==> src/rtl/line_fetcher_pkg.sv <==
// line_fetcher_pkg
// Shared definitions for the scanline fetcher: FSM state encoding and the
// default VGA geometry (640x480 at 8 pixels per word -> 80 words per line).
package line_fetcher_pkg;

  typedef enum logic [1:0] {
    IDLE  = 2'd0,
    FETCH = 2'd1,
    DRAIN = 2'd2
  } fetch_state_e;

  localparam int LINE_WORDS_DEF = 80;
  localparam int LINES_DEF      = 480;

endpackage

==> src/rtl/line_fetcher_skid.sv <==
// line_fetcher_skid
// Small circular FIFO that absorbs memory read returns so the memory can be
// kept streaming while the downstream FIFO applies backpressure.
// Ports:
//   clk, rst        clock, asynchronous active-high reset
//   push, push_data write one word (caller guarantees room)
//   pop             remove the oldest word (ignored when empty)
//   pop_data        oldest word, valid while count != 0
//   count           current occupancy
module line_fetcher_skid #(
  parameter int DEPTH = 3,
  parameter int WIDTH = 8,
  localparam int CW = $clog2(DEPTH + 1),
  localparam int PW = (DEPTH > 1) ? $clog2(DEPTH) : 1
) (
  input  logic             clk,
  input  logic             rst,
  input  logic             push,
  input  logic [WIDTH-1:0] push_data,
  input  logic             pop,
  output logic [WIDTH-1:0] pop_data,
  output logic [CW-1:0]    count
);

  logic [WIDTH-1:0] mem_q [DEPTH];
  logic [WIDTH-1:0] mem_d [DEPTH];
  logic [PW-1:0]    wr_q, wr_d, rd_q, rd_d;
  logic [CW-1:0]    cnt_q, cnt_d;
  logic             do_pop;

  function automatic logic [PW-1:0] next_ptr(input logic [PW-1:0] p);
    return (p == PW'(DEPTH - 1)) ? '0 : p + 1'b1;
  endfunction

  always_comb begin
    mem_d  = mem_q;
    wr_d   = wr_q;
    rd_d   = rd_q;
    cnt_d  = cnt_q;
    do_pop = pop && (cnt_q != '0);
    if (push) begin
      mem_d[wr_q] = push_data;
      wr_d        = next_ptr(wr_q);
    end
    if (do_pop) rd_d = next_ptr(rd_q);
    case ({push, do_pop})
      2'b10:   cnt_d = cnt_q + 1'b1;
      2'b01:   cnt_d = cnt_q - 1'b1;
      default: cnt_d = cnt_q;
    endcase
  end

  always_ff @(posedge clk or posedge rst) begin
    if (rst) begin
      for (int i = 0; i < DEPTH; i++) mem_q[i] <= '0;
      wr_q  <= '0;
      rd_q  <= '0;
      cnt_q <= '0;
    end else begin
      mem_q <= mem_d;
      wr_q  <= wr_d;
      rd_q  <= rd_d;
      cnt_q <= cnt_d;
    end
  end

  assign pop_data = mem_q[rd_q];
  assign count    = cnt_q;

endmodule

==> src/rtl/line_fetcher.sv <==
// line_fetcher
// Fetches one scanline of framebuffer words per LineStart and streams them,
// in address order, into a downstream FIFO.
// Ports:
//   Clk, Reset          clock, asynchronous active-high reset
//   LineStart           pulse: fetch the next scanline
//   FrameStart          pulse: next line fetched is line 0
//   MemAddr, MemRead    memory read request (one word per MemRead cycle)
//   MemData             read data, MEM_LATENCY cycles after MemRead
//   FifoFull            downstream FIFO full
//   FifoData, FifoPush  downstream FIFO write
//   Busy                line fetch in progress
//   Overrun             sticky: LineStart arrived while Busy
//
// state | meaning
// IDLE  | waiting for LineStart
// FETCH | issuing the line's reads, throttled by outstanding + buffered words
// DRAIN | all reads issued, waiting for returns and skid to empty
module line_fetcher
  import line_fetcher_pkg::*;
#(
  parameter int WWIDTH      = 8,
  parameter int AWIDTH      = 16,
  parameter int LINE_WORDS  = LINE_WORDS_DEF,
  parameter int LINES       = LINES_DEF,
  parameter int MEM_LATENCY = 2
) (
  input  logic              Clk,
  input  logic              Reset,
  input  logic              LineStart,
  input  logic              FrameStart,
  output logic [AWIDTH-1:0] MemAddr,
  output logic              MemRead,
  input  logic [WWIDTH-1:0] MemData,
  input  logic              FifoFull,
  output logic [WWIDTH-1:0] FifoData,
  output logic              FifoPush,
  output logic              Busy,
  output logic              Overrun
);

  localparam int SKID_DEPTH = MEM_LATENCY + 1;
  localparam int CW         = $clog2(SKID_DEPTH + 1);
  localparam int IW         = $clog2(LINE_WORDS + 1);
  localparam int LAST_BASE  = (LINES - 1) * LINE_WORDS;

  fetch_state_e           state_q, state_d;
  logic [IW-1:0]          issued_q, issued_d;
  logic [AWIDTH-1:0]      base_q, base_d;
  logic [MEM_LATENCY-1:0] inflight_q, inflight_d;
  logic                   overrun_q, overrun_d;
  logic                   frame_pend_q, frame_pend_d;

  logic [CW-1:0]          skid_count;
  logic [WWIDTH-1:0]      skid_data;
  logic                   fifo_push;
  logic                   mem_read;
  int                     occupancy;

  always_comb begin
    fifo_push = (skid_count != '0) && !FifoFull;
    // Words that will eventually sit in the skid: everything in flight plus
    // what is buffered, net of the word leaving this cycle. Keeping this at
    // or below SKID_DEPTH makes skid overflow impossible even if the FIFO
    // stays full, while still allowing one read per cycle when it drains.
    occupancy = int'($countones(inflight_q)) + int'(skid_count) - (fifo_push ? 1 : 0);
    mem_read  = (state_q == FETCH) && (issued_q < IW'(LINE_WORDS)) &&
                (occupancy < SKID_DEPTH);
  end

  always_comb begin
    state_d       = state_q;
    issued_d      = issued_q;
    base_d        = base_q;
    overrun_d     = overrun_q;
    frame_pend_d  = frame_pend_q;
    inflight_d[0] = mem_read;
    for (int i = 1; i < MEM_LATENCY; i++) inflight_d[i] = inflight_q[i-1];

    if (state_q != IDLE) begin
      if (LineStart)  overrun_d    = 1'b1;
      if (FrameStart) frame_pend_d = 1'b1;
    end

    case (state_q)
      IDLE: begin
        if (FrameStart) base_d = '0;
        if (LineStart) begin
          state_d  = FETCH;
          issued_d = '0;
        end
      end
      FETCH: begin
        if (mem_read) begin
          issued_d = issued_q + 1'b1;
          if (issued_q == IW'(LINE_WORDS - 1)) state_d = DRAIN;
        end
      end
      DRAIN: begin
        if (inflight_q == '0 && skid_count == '0) begin
          state_d      = IDLE;
          frame_pend_d = 1'b0;
          if (frame_pend_q || FrameStart || base_q == AWIDTH'(LAST_BASE))
            base_d = '0;
          else
            base_d = base_q + AWIDTH'(LINE_WORDS);
        end
      end
      default: state_d = IDLE;
    endcase
  end

  always_ff @(posedge Clk or posedge Reset) begin
    if (Reset) begin
      state_q      <= IDLE;
      issued_q     <= '0;
      base_q       <= '0;
      inflight_q   <= '0;
      overrun_q    <= 1'b0;
      frame_pend_q <= 1'b0;
    end else begin
      state_q      <= state_d;
      issued_q     <= issued_d;
      base_q       <= base_d;
      inflight_q   <= inflight_d;
      overrun_q    <= overrun_d;
      frame_pend_q <= frame_pend_d;
    end
  end

  line_fetcher_skid #(
    .DEPTH (SKID_DEPTH),
    .WIDTH (WWIDTH)
  ) u_skid (
    .clk       (Clk),
    .rst       (Reset),
    .push      (inflight_q[MEM_LATENCY-1]),
    .push_data (MemData),
    .pop       (fifo_push),
    .pop_data  (skid_data),
    .count     (skid_count)
  );

  assign MemAddr  = base_q + AWIDTH'(issued_q);
  assign MemRead  = mem_read;
  assign FifoPush = fifo_push;
  assign FifoData = fifo_push ? skid_data : '0;
  assign Busy     = (state_q != IDLE);
  assign Overrun  = overrun_q;

endmodule

==> config.mk <==
export PLATFORM = sky130hd
export DESIGN_NAME = line_fetcher
export DESIGN_NICKNAME = d
export VERILOG_FILES = /design/src/rtl/line_fetcher_pkg.sv /design/src/rtl/line_fetcher_skid.sv /design/src/rtl/line_fetcher.sv
export SDC_FILE = /design/constraint.sdc
export NUM_CORES = 1
export LEC_CHECK = 0
export ABC_AREA = 1
export ABC_CLOCK_PERIOD_IN_PS = 9550
export CORE_UTILIZATION = 60
export CTS_CLUSTER_SIZE = 25
export DETAILED_ROUTE_END_ITERATION = 10
export GPL_TIMING_DRIVEN = 0
export PLACE_DENSITY = 0.85
export SKIP_LAST_GASP = 1
export SYNTH_ARGS = -nofsm -noshare
export SYNTH_HDL_FRONTEND = slang
export SYNTH_SLANG_ARGS = --single-unit
==> constraint.sdc <==
create_clock -name Clk -period 9.55 [get_ports Clk]
set_clock_uncertainty 0.1 [all_clocks]
set_input_delay 1.91 -clock Clk [delete_from_list [all_inputs] [get_ports Clk]]
set_output_delay 1.91 -clock Clk [all_outputs]
set_load 0.02 [all_outputs]
==> results by group, run 1 <==
Worst setup path
  – Kind of critical path: in -> out
  – Slowest cell delay on critical path: 0.64 ns
  – Worst Setup Start Kind: input pin
  – CP max FO: 11
  – CP cell instances: clkdlybuf4s50_1, nor2_1, buf_2, ha_1, fa_1, fa_1, inv_1, nand2_1, nand3_1, a21oi_2, clkdlybuf4s50_1
  – Slowest cell on crit path: clkdlybuf4s50_1
  – Required time worst endpoint: about 7.5 ns
  – Worst r2r src: u_skid.count[1]
  – Worst-case reg-to-reg path depth: 13
  – CP arrival: 5.09 ns
  – FF-to-FF setup slack: around 6.4 ns
  – RR Endpoint: issued_q[6]
  – Crit. End Element: output port

Die
  – Die X: ~74 um
  – DIE AREA: roughly 5500 um2
  – Core Box Area: between 4000 and 5000 um2
  – Die Ht: 74.4 um
  – Row cnt: 25
  – Starting density of the core: ~64%
  – Top-Level Pins: 41

Timing
  – Min Tclk post-route: 7.10 ns
  – Max Fclk: approximately 0.14 GHz
  – Final worst slack: between 2 and 2.5 ns
  – Max Slew Vio Count: 0
  – Final worst-path cycle share: approximately three quarters
  – Hold Violations, Final: 0
  – Final setup fails: 0
  – Setup TNS: 0 ns
  – Rel. slew slack: ~70%
  – RSZ-0062 raised after global routing: false
  – Slew @ Worst Pin: about 0.45 ns

CTS
  – TritonCTS clock tree: yes
  – Postcts setup bufs: 0
  – CTS Hold Bufs: 0
  – Htree depth: 2
  – Number of gates resized after cts: 0
  – Clock Tree Root: clkbuf_8
  – Clk sinks: 55
  – CTS max path bufs: 2
  – Clk Latency, worst-skew pair: 0.32 ns
  – Inserted Clock Buffers: 5
  – Clock slew at reported path FFs: 0.10 ns

Min path
  – WHS Path Cells: 0
  – HP Class: reg -> reg
  – Hold EP: inflight_q[1]
  – Worst Hold Launch: inflight_q[0]

Synthesis
  – Syn Inst Count: approximately 420
  – Synth Register Bits: 55
  – Mapped Avg Cell Area: roughly 7.4 um2
  – Synth warn: 0
  – Mapped cell area: 3140 um2
  – Syn Nets: ~450
  – Synth unique cells: 29
  – Sequential fraction of the synthesis area: 43.8%

GRT
  – First-pass GRT wire length: around 12000 um
  – Grt total ovfl: 0
  – Initial antenna violation count: 0
  – Vias in the first global route: about 2600
  – Largest net degree at the start of global routing: 38
  – Total track usage: between 20 and 30%

Power and ir drop
  – Internal power: between 0.0005 and 0.0006 W
  – Reg power frac: approximately 36%
  – Leakage power: approximately 1.9 nW
  – Part of the power in the clock network: around 14%
  – Net Sw Frac: ~45%
  – Maximum VDD drop: between 0.2 and 0.3 mV
  – Sw power: ~0.00048 W
  – Power Dens Cells: between 200 and 300 nW/um2
  – Comb power frac: about half

Placement
  – Final HPWL DP: around 5200 um
  – # placed instances: 531
  – Setup slack after placement: 2.44 ns
  – Area after DPL: approximately 3600 um2
  – RD Place Congestion: 0.876
  – Port bufs: 40

Job
  – Max-cap viol count: 0

Final layout
  – Area Growth Syn to Fin: 19.3%
  – Share of cells above drive strength 1: around 5.9%
  – Leading cell types in the layout, fill and taps excluded: 128 x nand2_1, 55 x dfrtp_1, 51 x inv_1
  – Final Instance Area: ~3800 um2
  – Non-filler instance count after layout: between 500 and 600
  – Diodes inserted: 0
  – Commonest non-fill, non-tap cell in the layout: nand2_1
  – Nets: just under 500

Drt
  – DR pass1 iterations: 4
  – Final ANT Viol Nets: 0
  – Final WL: between 7000 and 8000 um
  – Via-to-Cell Ratio: about 5.2
  – Initial DRC count: 178
  – DR WL/cell: roughly 13 um
  – Vias: 2810
  – DRC: 0

Outcome
  – Run status: completed
metrics by stage:
stage,power (W),utilization [%],hold WS [ns]
CTS,0.00107,76.9,0.322
global placement,0.000899,74.4,0.298
finish,0.00107,76.9,0.323
global route,0.00115,76.9,0.346
floorplan,0.000745,-,0.275
detailed placement,0.000925,74.8,0.299
worst max-delay path: cells and delay by family:
| kind | cells | cell delay, ns |
|---|---|---|
| adders and majority gates | 3 | 1.29 |
| buffers and inverters | 4 | 1.35 |
| AOI/OAI and AO/OA | 1 | 0.23 |
| and+or+nand+nor | 3 | 0.32 |
cell usage after synthesis (all sizes together):
| library cell | count | area (um2) |
|---|---|---|
| xnor2 | 3 | 26.3 |
| o21ai | 48 | 240 |
| buf | 6 | 43.8 |
| clkbuf | 7 | 27.5 |
| xor2 | 11 | 96.3 |
| nand3 | 30 | 150 |
| o22ai | 2 | 12.5 |
| o21bai | 1 | 7.51 |
| dfrtp | 55 | 1380 |
| nor4 | 1 | 6.26 |
| mux2i | 4 | 40.0 |
| nor3 | 1 | 10.0 |
| fa | 2 | 40.0 |
| nand2 | 131 | 499 |
| a21o | 1 | 7.51 |
| ha | 8 | 100 |
| or2 | 1 | 6.26 |
| nand4 | 5 | 31.3 |
| inv | 53 | 199 |
| nor2 | 46 | 185 |
| a21oi | 7 | 38.8 |
routing by layer:
layer / global-route usage (%) / vias to the layer above / share of wire [%]
met1: 36.0 / 1309 / 45
met4: 6.92 / 0 / 0.99
met3: 3.66 / 6 / 3.7
li1: - / 1428 / -
met5: 0 / - / 0
met2: 48.1 / 67 / 50
power by group through the flow:
stage,clock network (W),registers (W),logic [W]
floorplan,0,0.000368,0.000377
global placement,0,0.000381,0.000519
detailed placement,0,0.000385,0.000540
CTS,0.000144,0.000381,0.000545
global route,0.000151,0.000392,0.000608
finish,0.000144,0.000383,0.000543
layout make-up:
| class | count | area [um2] |
|---|---|---|
| fillers | 413 | 1130 |
| repair buffers | 41 | 420 |
| plain buffers | 13 | 71.3 |
| well taps | 67 | 83.8 |
| inverters | 53 | 199 |
| clock inverters | 2 | 20.0 |
| clock buffers | 6 | 82.6 |
| flip-flops and latches | 55 | 1380 |
| multi-input cells | 302 | 1500 |
state kept, by name, indices dropped and copies added (netlist names), 2 cells and up:
register / count
u_skid.mem_q: 24
base_q: 12
issued_q: 7
inflight_q: 2
state_q: 2
u_skid.count: 2
u_skid.rd_q: 2
u_skid.wr_q: 2
worst max path at each step:
stage,startpoint,slack (ns),end
3_3_place_gp,FifoFull,2.49,MemRead
6_report,FifoFull,2.45,MemRead
2_1_floorplan,FifoFull,3.55,MemRead
4_1_cts,FifoFull,2.43,MemRead
5_1_grt,FifoFull,2.25,MemRead
3_5_place_dp,FifoFull,2.44,MemRead
cells by family after synthesis:
logic type | after synthesis | synth area share (%)
compound gates | 59 | 9.75
xor+xnor | 14 | 3.90
fa+ha+maj | 10 | 4.46
buf+inv | 66 | 8.60
flops | 55 | 43.8
mux | 4 | 1.27
simple gates | 215 | 28.3
No activity file was read; power rests on OpenSTA's default activity.
==> run 2, diff against run 1 <==
- ABC_CLOCK_PERIOD_IN_PS: 9550 -> 6700
- CORE_UTILIZATION: 60 -> 55
- PLACE_DENSITY: 0.85 -> 0.79
- clock period: 9.55 -> 6.7 ns (I/O delays scaled with it)
==> results by group, run 2 (synthesis results as in run 1) <==
Final layout
  – Final Instance Area: 3760 um2 (was 3750 um2)
  – Share of cells above drive strength 1: 5.73% (was 5.93%)
  – Nets: 494 (unchanged)
  – Area Growth Syn to Fin: 19.7% (was 19.3%)
  – Number of flip-flops in the largest register: 24 (unchanged)
  – Diodes inserted: 0 (unchanged)
  – Largest Register: u_skid.mem_q (unchanged)
  – Commonest non-fill, non-tap cell in the layout: nand2_1 (unchanged)
  – Fill cell count: 473 (was 413)
  – Top Registers: u_skid.mem_q: 24 flops, base_q: 12 flops, issued_q: 7 flops (unchanged)
  – Final Util: 68.4% (was 76.9%)
  – Leading cell types in the layout, fill and taps excluded: 128 x nand2_1, 55 x dfrtp_1, 51 x inv_1 (unchanged)

Placement
  – Port bufs: 40 (unchanged)
  – Final HPWL DP: 5050 um (was 5200 um)
  – Area after DPL: 3650 um2 (about the same)
  – Setup slack after placement: 0.776 ns (was 2.44 ns)
  – RD Place Congestion: 0.946 (was 0.876)

Drt
  – Vias: 2886 (was 2810)
  – Initial DRC count: 191 (was 178)
  – DR WL/cell: 12.6 um (was 13.1 um)
  – Via-to-Cell Ratio: 5.31 (was 5.21)
  – Final ANT Viol Nets: 0 (unchanged)
  – DRC: 0 (unchanged)
  – DR pass1 iterations: 5 (was 4)
  – Final WL: 6850 um (was 7060 um)

CTS
  – Clock slew at reported path FFs: 0.10 ns (about the same)
  – CTS max path bufs: 2 (unchanged)
  – Clock Tree Root: clkbuf_8 (unchanged)
  – Inserted Clock Buffers: 5 (unchanged)
  – TritonCTS clock tree: yes (unchanged)
  – Clk Latency, worst-skew pair: 0.31 ns (was 0.32 ns)
  – CTS Hold Bufs: 0 (unchanged)
  – Htree depth: 2 (unchanged)
  – Postcts setup bufs: 0 (unchanged)
  – Number of gates resized after cts: 0 (unchanged)
  – Clk sinks: 55 (unchanged)

Worst setup path
  – Crit. End Element: output port (unchanged)
  – Critical path's top delay family: buffers and inverters (unchanged)
  – Slowest cell delay on critical path: 0.64 ns (about the same)
  – CP max FO: 11 (unchanged)
  – Required time worst endpoint: 5.26 ns (was 7.54 ns)
  – Slowest cell on crit path: clkdlybuf4s50_1 (unchanged)
  – Kind of critical path: in -> out (unchanged)
  – Worst Path Buf+Inv: 4 (unchanged)
  – CP arrival: 4.50 ns (was 5.09 ns)
  – Worst Setup Start Kind: input pin (unchanged)
  – CP cell instances: clkdlybuf4s50_1, nor2_1, buf_2, ha_1, fa_1, fa_1, inv_1, nand2_1, nand3_1, a21oi_2, clkdlybuf4s50_1 (unchanged)

GRT
  – Vias in the first global route: 2682 (was 2584)
  – First-pass GRT wire length: 12000 um (was 11500 um)
  – Initial antenna violation count: 0 (unchanged)
  – Grt total ovfl: 0 (unchanged)
  – Total track usage: 25.2% (was 27.5%)
  – Largest net degree at the start of global routing: 44 (was 38)

Min path
  – HP Class: reg -> reg (unchanged)

Die
  – Top-Level Pins: 41 (unchanged)
  – Starting density of the core: 57.1% (was 64.4%)
  – Row cnt: 27 (was 25)
  – Die Ht: 77.6 um (was 74.4 um)
  – DIE AREA: 6020 um2 (was 5530 um2)
  – Die X: 77.6 um (was 74.4 um)
  – Core Box Area: 5510 um2 (was 4880 um2)

Timing
  – Max Slew Vio Count: 0 (unchanged)
  – Setup TNS: 0 ns (unchanged)
  – Min Tclk post-route: approximately 5.9 ns
  – Slew @ Worst Pin: 0.469 ns (was 0.453 ns)
  – Final worst slack: 0.762 ns (was 2.45 ns)
  – Max Fclk: around 0.17 GHz
  – Final Hold Slack: 0.310 ns (was 0.323 ns)
  – RSZ-0062 raised after global routing: false (unchanged)
  – Rel. slew slack: 68.8% (was 69.8%)
  – Final setup fails: 0 (unchanged)
  – Final worst-path cycle share: between 80 and 90%
  – Hold Violations, Final: 0 (unchanged)

Power and ir drop
  – Maximum VDD drop: 0.375 mV (was 0.288 mV)
  – Leakage power: 1.88 nW (about the same)
  – Power Dens Cells: 410 nW/um2 (was 285 nW/um2)

Job
  – Max-cap viol count: 0 (unchanged)

Outcome
  – Run status: completed (unchanged)
run 2: cell types whose count changed in the layout (fill, tap and decap cells not counted), sizes merged:
| cell | change |
|---|---|
| bufinv | +1 |
| clkinv | -1 |
| clkbuf | -1 |
run 2: path summary, 6_finish.rpt:
kind	slack, ns	from	cells after the start	endpoint
setup / recovery	0.76	FifoFull	11	MemRead
hold / removal	0.31	inflight_q[0]	0	inflight_q[1]
setup reg to reg	3.46	u_skid.count[1]	13	issued_q[6]
hold reg to reg	0.31	inflight_q[0]	0	inflight_q[1]
max in group asynchronous	4.80	Reset	3	inflight_q[1]
min in group asynchronous	1.18	Reset	2	base_q[9]
run 2: routing by layer:
layer  wire (um)  global-route usage [%]  part of all wire (%)  vias up
met5           0                       0                     0        -
met3         289                    4.12                   4.2       11
li1            -                       -                     -     1426
met2        3310                    42.7                    48       77
met4         122                    8.68                   1.8        0
met1        3130                    32.6                    46     1372
run 2: layout make-up:
class / instances / area (um2) / area share, %
multi-input combinational: 302 / 1500 / 39.8
sequential: 55 / 1380 / 36.6
timing repair buffer: 41 / 420 / 11.2
inverter: 53 / 199 / 5.28
tap: 72 / 90.1 / 2.39
buffer: 13 / 71.3 / 1.89
clock buffer: 5 / 68.8 / 1.83
clock inverter: 2 / 41.3 / 1.10
run 2: power breakdown:
part           internal (W)  switching, W  leakage (nW)
combinational      0.000303      0.000472          1.14
clock              0.000112      0.000114        0.0561
sequential         0.000454     0.0000873         0.691
run 2: metrics by stage:
stage | std cells | power (W)
final | 543 | 0.00154
after global routing | 543 | 0.00167
after CTS | 543 | 0.00155
after detailed placement | 536 | 0.00132
after global placement | 535 | 0.00129
after floorplan | 423 | 0.00106
==> run 3, diff against run 2 <==
- SLEW_MARGIN: default -> 20
==> results by group, run 3 (synthesis results as in run 1) <==
Outcome
  – Run status: completed (unchanged)

Power and ir drop
  – Leakage power: 1.87 nW (was 1.88 nW)
  – Comb power frac: 50.1% (was 50.2%)
  – Sw power: 0.000667 W (was 0.000673 W)
  – Reg power frac: 35.2% (was 35.1%)
  – Part of the power in the clock network: 14.6% (was 14.7%)
  – Power Dens Cells: 410 nW/um2 (about the same)
  – Internal power: 0.000867 W (was 0.000869 W)
  – Maximum VDD drop: 0.418 mV (was 0.375 mV)
  – Net Sw Frac: 43.5% (was 43.6%)

Worst setup path
  – Worst Setup Start Kind: input pin (unchanged)
  – Required time worst endpoint: 5.26 ns (about the same)
  – CP max FO: 11 (unchanged)
  – CP arrival: 4.47 ns (was 4.50 ns)
  – Kind of critical path: in -> out (unchanged)
  – Crit. End Element: output port (unchanged)
  – FF-to-FF setup slack: 3.48 ns (was 3.46 ns)

CTS
  – Clk Latency, worst-skew pair: 0.31 ns (about the same)
  – Inserted Clock Buffers: 5 (unchanged)
  – CTS max path bufs: 2 (unchanged)
  – Clock Tree Root: clkbuf_8 (unchanged)
  – Number of gates resized after cts: 0 (unchanged)
  – Postcts setup bufs: 0 (unchanged)
  – Clk sinks: 55 (unchanged)
  – CTS Hold Bufs: 0 (unchanged)
  – TritonCTS clock tree: yes (unchanged)
  – Clock slew at reported path FFs: 0.10 ns (about the same)
  – Htree depth: 2 (unchanged)

Placement
  – RD Place Congestion: 0.946 (unchanged)
  – Port bufs: 40 (unchanged)
  – Final HPWL DP: 4900 um (was 5050 um)
  – # placed instances: 535 (was 536)
  – Area after DPL: 3640 um2 (was 3650 um2)

Timing
  – Rel. slew slack: 55.1% (was 68.8%)
  – Hold Violations, Final: 0 (unchanged)
  – Max Fclk: 0.169 GHz (was 0.168 GHz)
  – Setup TNS: 0 ns (unchanged)
  – Slew @ Worst Pin: 0.674 ns (was 0.469 ns)
  – Final setup fails: 0 (unchanged)
  – Min Tclk post-route: 5.91 ns (was 5.94 ns)
  – Final worst-path cycle share: 88.2% (was 88.6%)
  – RSZ-0062 raised after global routing: false (unchanged)
  – Max Slew Vio Count: 0 (unchanged)

Job
  – Max-cap viol count: 0 (unchanged)

Drt
  – Final WL: 6830 um (was 6850 um)
  – DR WL/cell: 12.6 um (about the same)
  – DR pass1 iterations: 5 (unchanged)
  – Via-to-Cell Ratio: 5.20 (was 5.31)
  – Initial DRC count: 227 (was 191)
  – Final ANT Viol Nets: 0 (unchanged)
  – DRC: 0 (unchanged)
  – Vias: 2818 (was 2886)

Final layout
  – Area Growth Syn to Fin: 19.2% (was 19.7%)
  – Number of flip-flops in the largest register: 24 (unchanged)
  – Non-filler instance count after layout: 542 (was 543)
  – Largest Register: u_skid.mem_q (unchanged)
  – Final Instance Area: 3750 um2 (was 3760 um2)
  – Fill cell count: 488 (was 473)
  – Diodes inserted: 0 (unchanged)
  – Share of cells above drive strength 1: 5.53% (was 5.73%)
  – Nets: 493 (was 494)
  – Commonest non-fill, non-tap cell in the layout: nand2_1 (unchanged)
  – Final Util: 68.1% (was 68.4%)
  – Top Registers: u_skid.mem_q: 24 flops, base_q: 12 flops, issued_q: 7 flops (unchanged)
  – Leading cell types in the layout, fill and taps excluded: 128 x nand2_1, 55 x dfrtp_1, 51 x inv_1 (unchanged)

GRT
  – Largest net degree at the start of global routing: 56 (was 44)
  – First-pass GRT wire length: 12000 um (about the same)
  – Vias in the first global route: 2670 (was 2682)
  – Initial antenna violation count: 0 (unchanged)
  – Grt total ovfl: 0 (unchanged)
  – Total track usage: 25.4% (was 25.2%)

Die
  – Starting density of the core: 57.1% (unchanged)
  – Die Ht: 77.6 um (unchanged)
  – DIE AREA: 6020 um2 (unchanged)
  – Row cnt: 27 (unchanged)
  – Top-Level Pins: 41 (unchanged)
  – Core Box Area: 5510 um2 (unchanged)
  – Die X: 77.6 um (unchanged)

Min path
  – HP Class: reg -> reg (unchanged)
run 3: cell count changes in the layout (fill, tap and decap cells not counted):
cell    change
buf_12      -1
inv_4       +1
inv_2       -1
run 3: worst paths after layout:
kind                            startpoint       endpoint  cells after the start
max                               FifoFull        MemRead                     11
min                          inflight_q[0]  inflight_q[1]                      0
max reg2reg                u_skid.count[1]    issued_q[4]                     13
min reg2reg                  inflight_q[0]  inflight_q[1]                      0
max in group asynchronous            Reset     state_q[1]                      2
min in group asynchronous            Reset     base_q[12]                      2
run 3: worst max-delay path: stages:
cell and delay, ns:
clkdlybuf4s50_1 0.41, nor2_1 0.12, buf_2 0.25, ha_1 0.32
fa_1 0.43, fa_1 0.51, inv_1 0.04, nand2_1 0.05
nand3_1 0.10, a21oi_2 0.24, clkdlybuf4s50_1 0.65
run 3: power groups by stage:
| stage | combinational [W] | clock (W) | sequential [W] |
|---|---|---|---|
| 6_report | 0.000769 | 0.000225 | 0.000541 |
| 5_1_grt | 0.000873 | 0.000241 | 0.000556 |
| 2_1_floorplan | 0.000537 | 0 | 0.000525 |
| 4_1_cts | 0.000780 | 0.000230 | 0.000540 |
| 3_5_place_dp | 0.000775 | 0 | 0.000546 |
| 3_3_place_gp | 0.000751 | 0 | 0.000541 |
run 3: cell type report:
type                    instances  area, um2  share of cell area, %
plain buffers                  13       71.3                   1.90
clock buffers                   5       68.8                   1.84
clock inverters                 2       41.3                   1.10
inverters                      53        201                   5.38
multi-input cells             302       1500                   40.0
flip-flops and latches         55       1380                   36.7
well taps                      72       90.1                   2.40
repair buffers                 40        400                   10.7
run 3: per-layer routing:
layer / up-vias / share of wire (%) / wire [um] / GRT usage, %
li1: 1424 / - / - / -
met1: 1330 / 46 / 3140 / 33.8
met2: 57 / 48 / 3300 / 42.8
met3: 7 / 4.7 / 322 / 4.00
met4: 0 / 1.0 / 70 / 6.79
met5: - / 0 / 0 / 0
run 3: metrics by stage:
step / hold slack, ns / power [W] / setup slack [ns]
2_1_floorplan: 0.275 / 0.00106 / 1.84
3_3_place_gp: 0.287 / 0.00129 / 0.787
3_5_place_dp: 0.290 / 0.00132 / 0.782
4_1_cts: 0.315 / 0.00155 / 0.774
5_1_grt: 0.327 / 0.00167 / 0.602
6_report: 0.310 / 0.00153 / 0.792
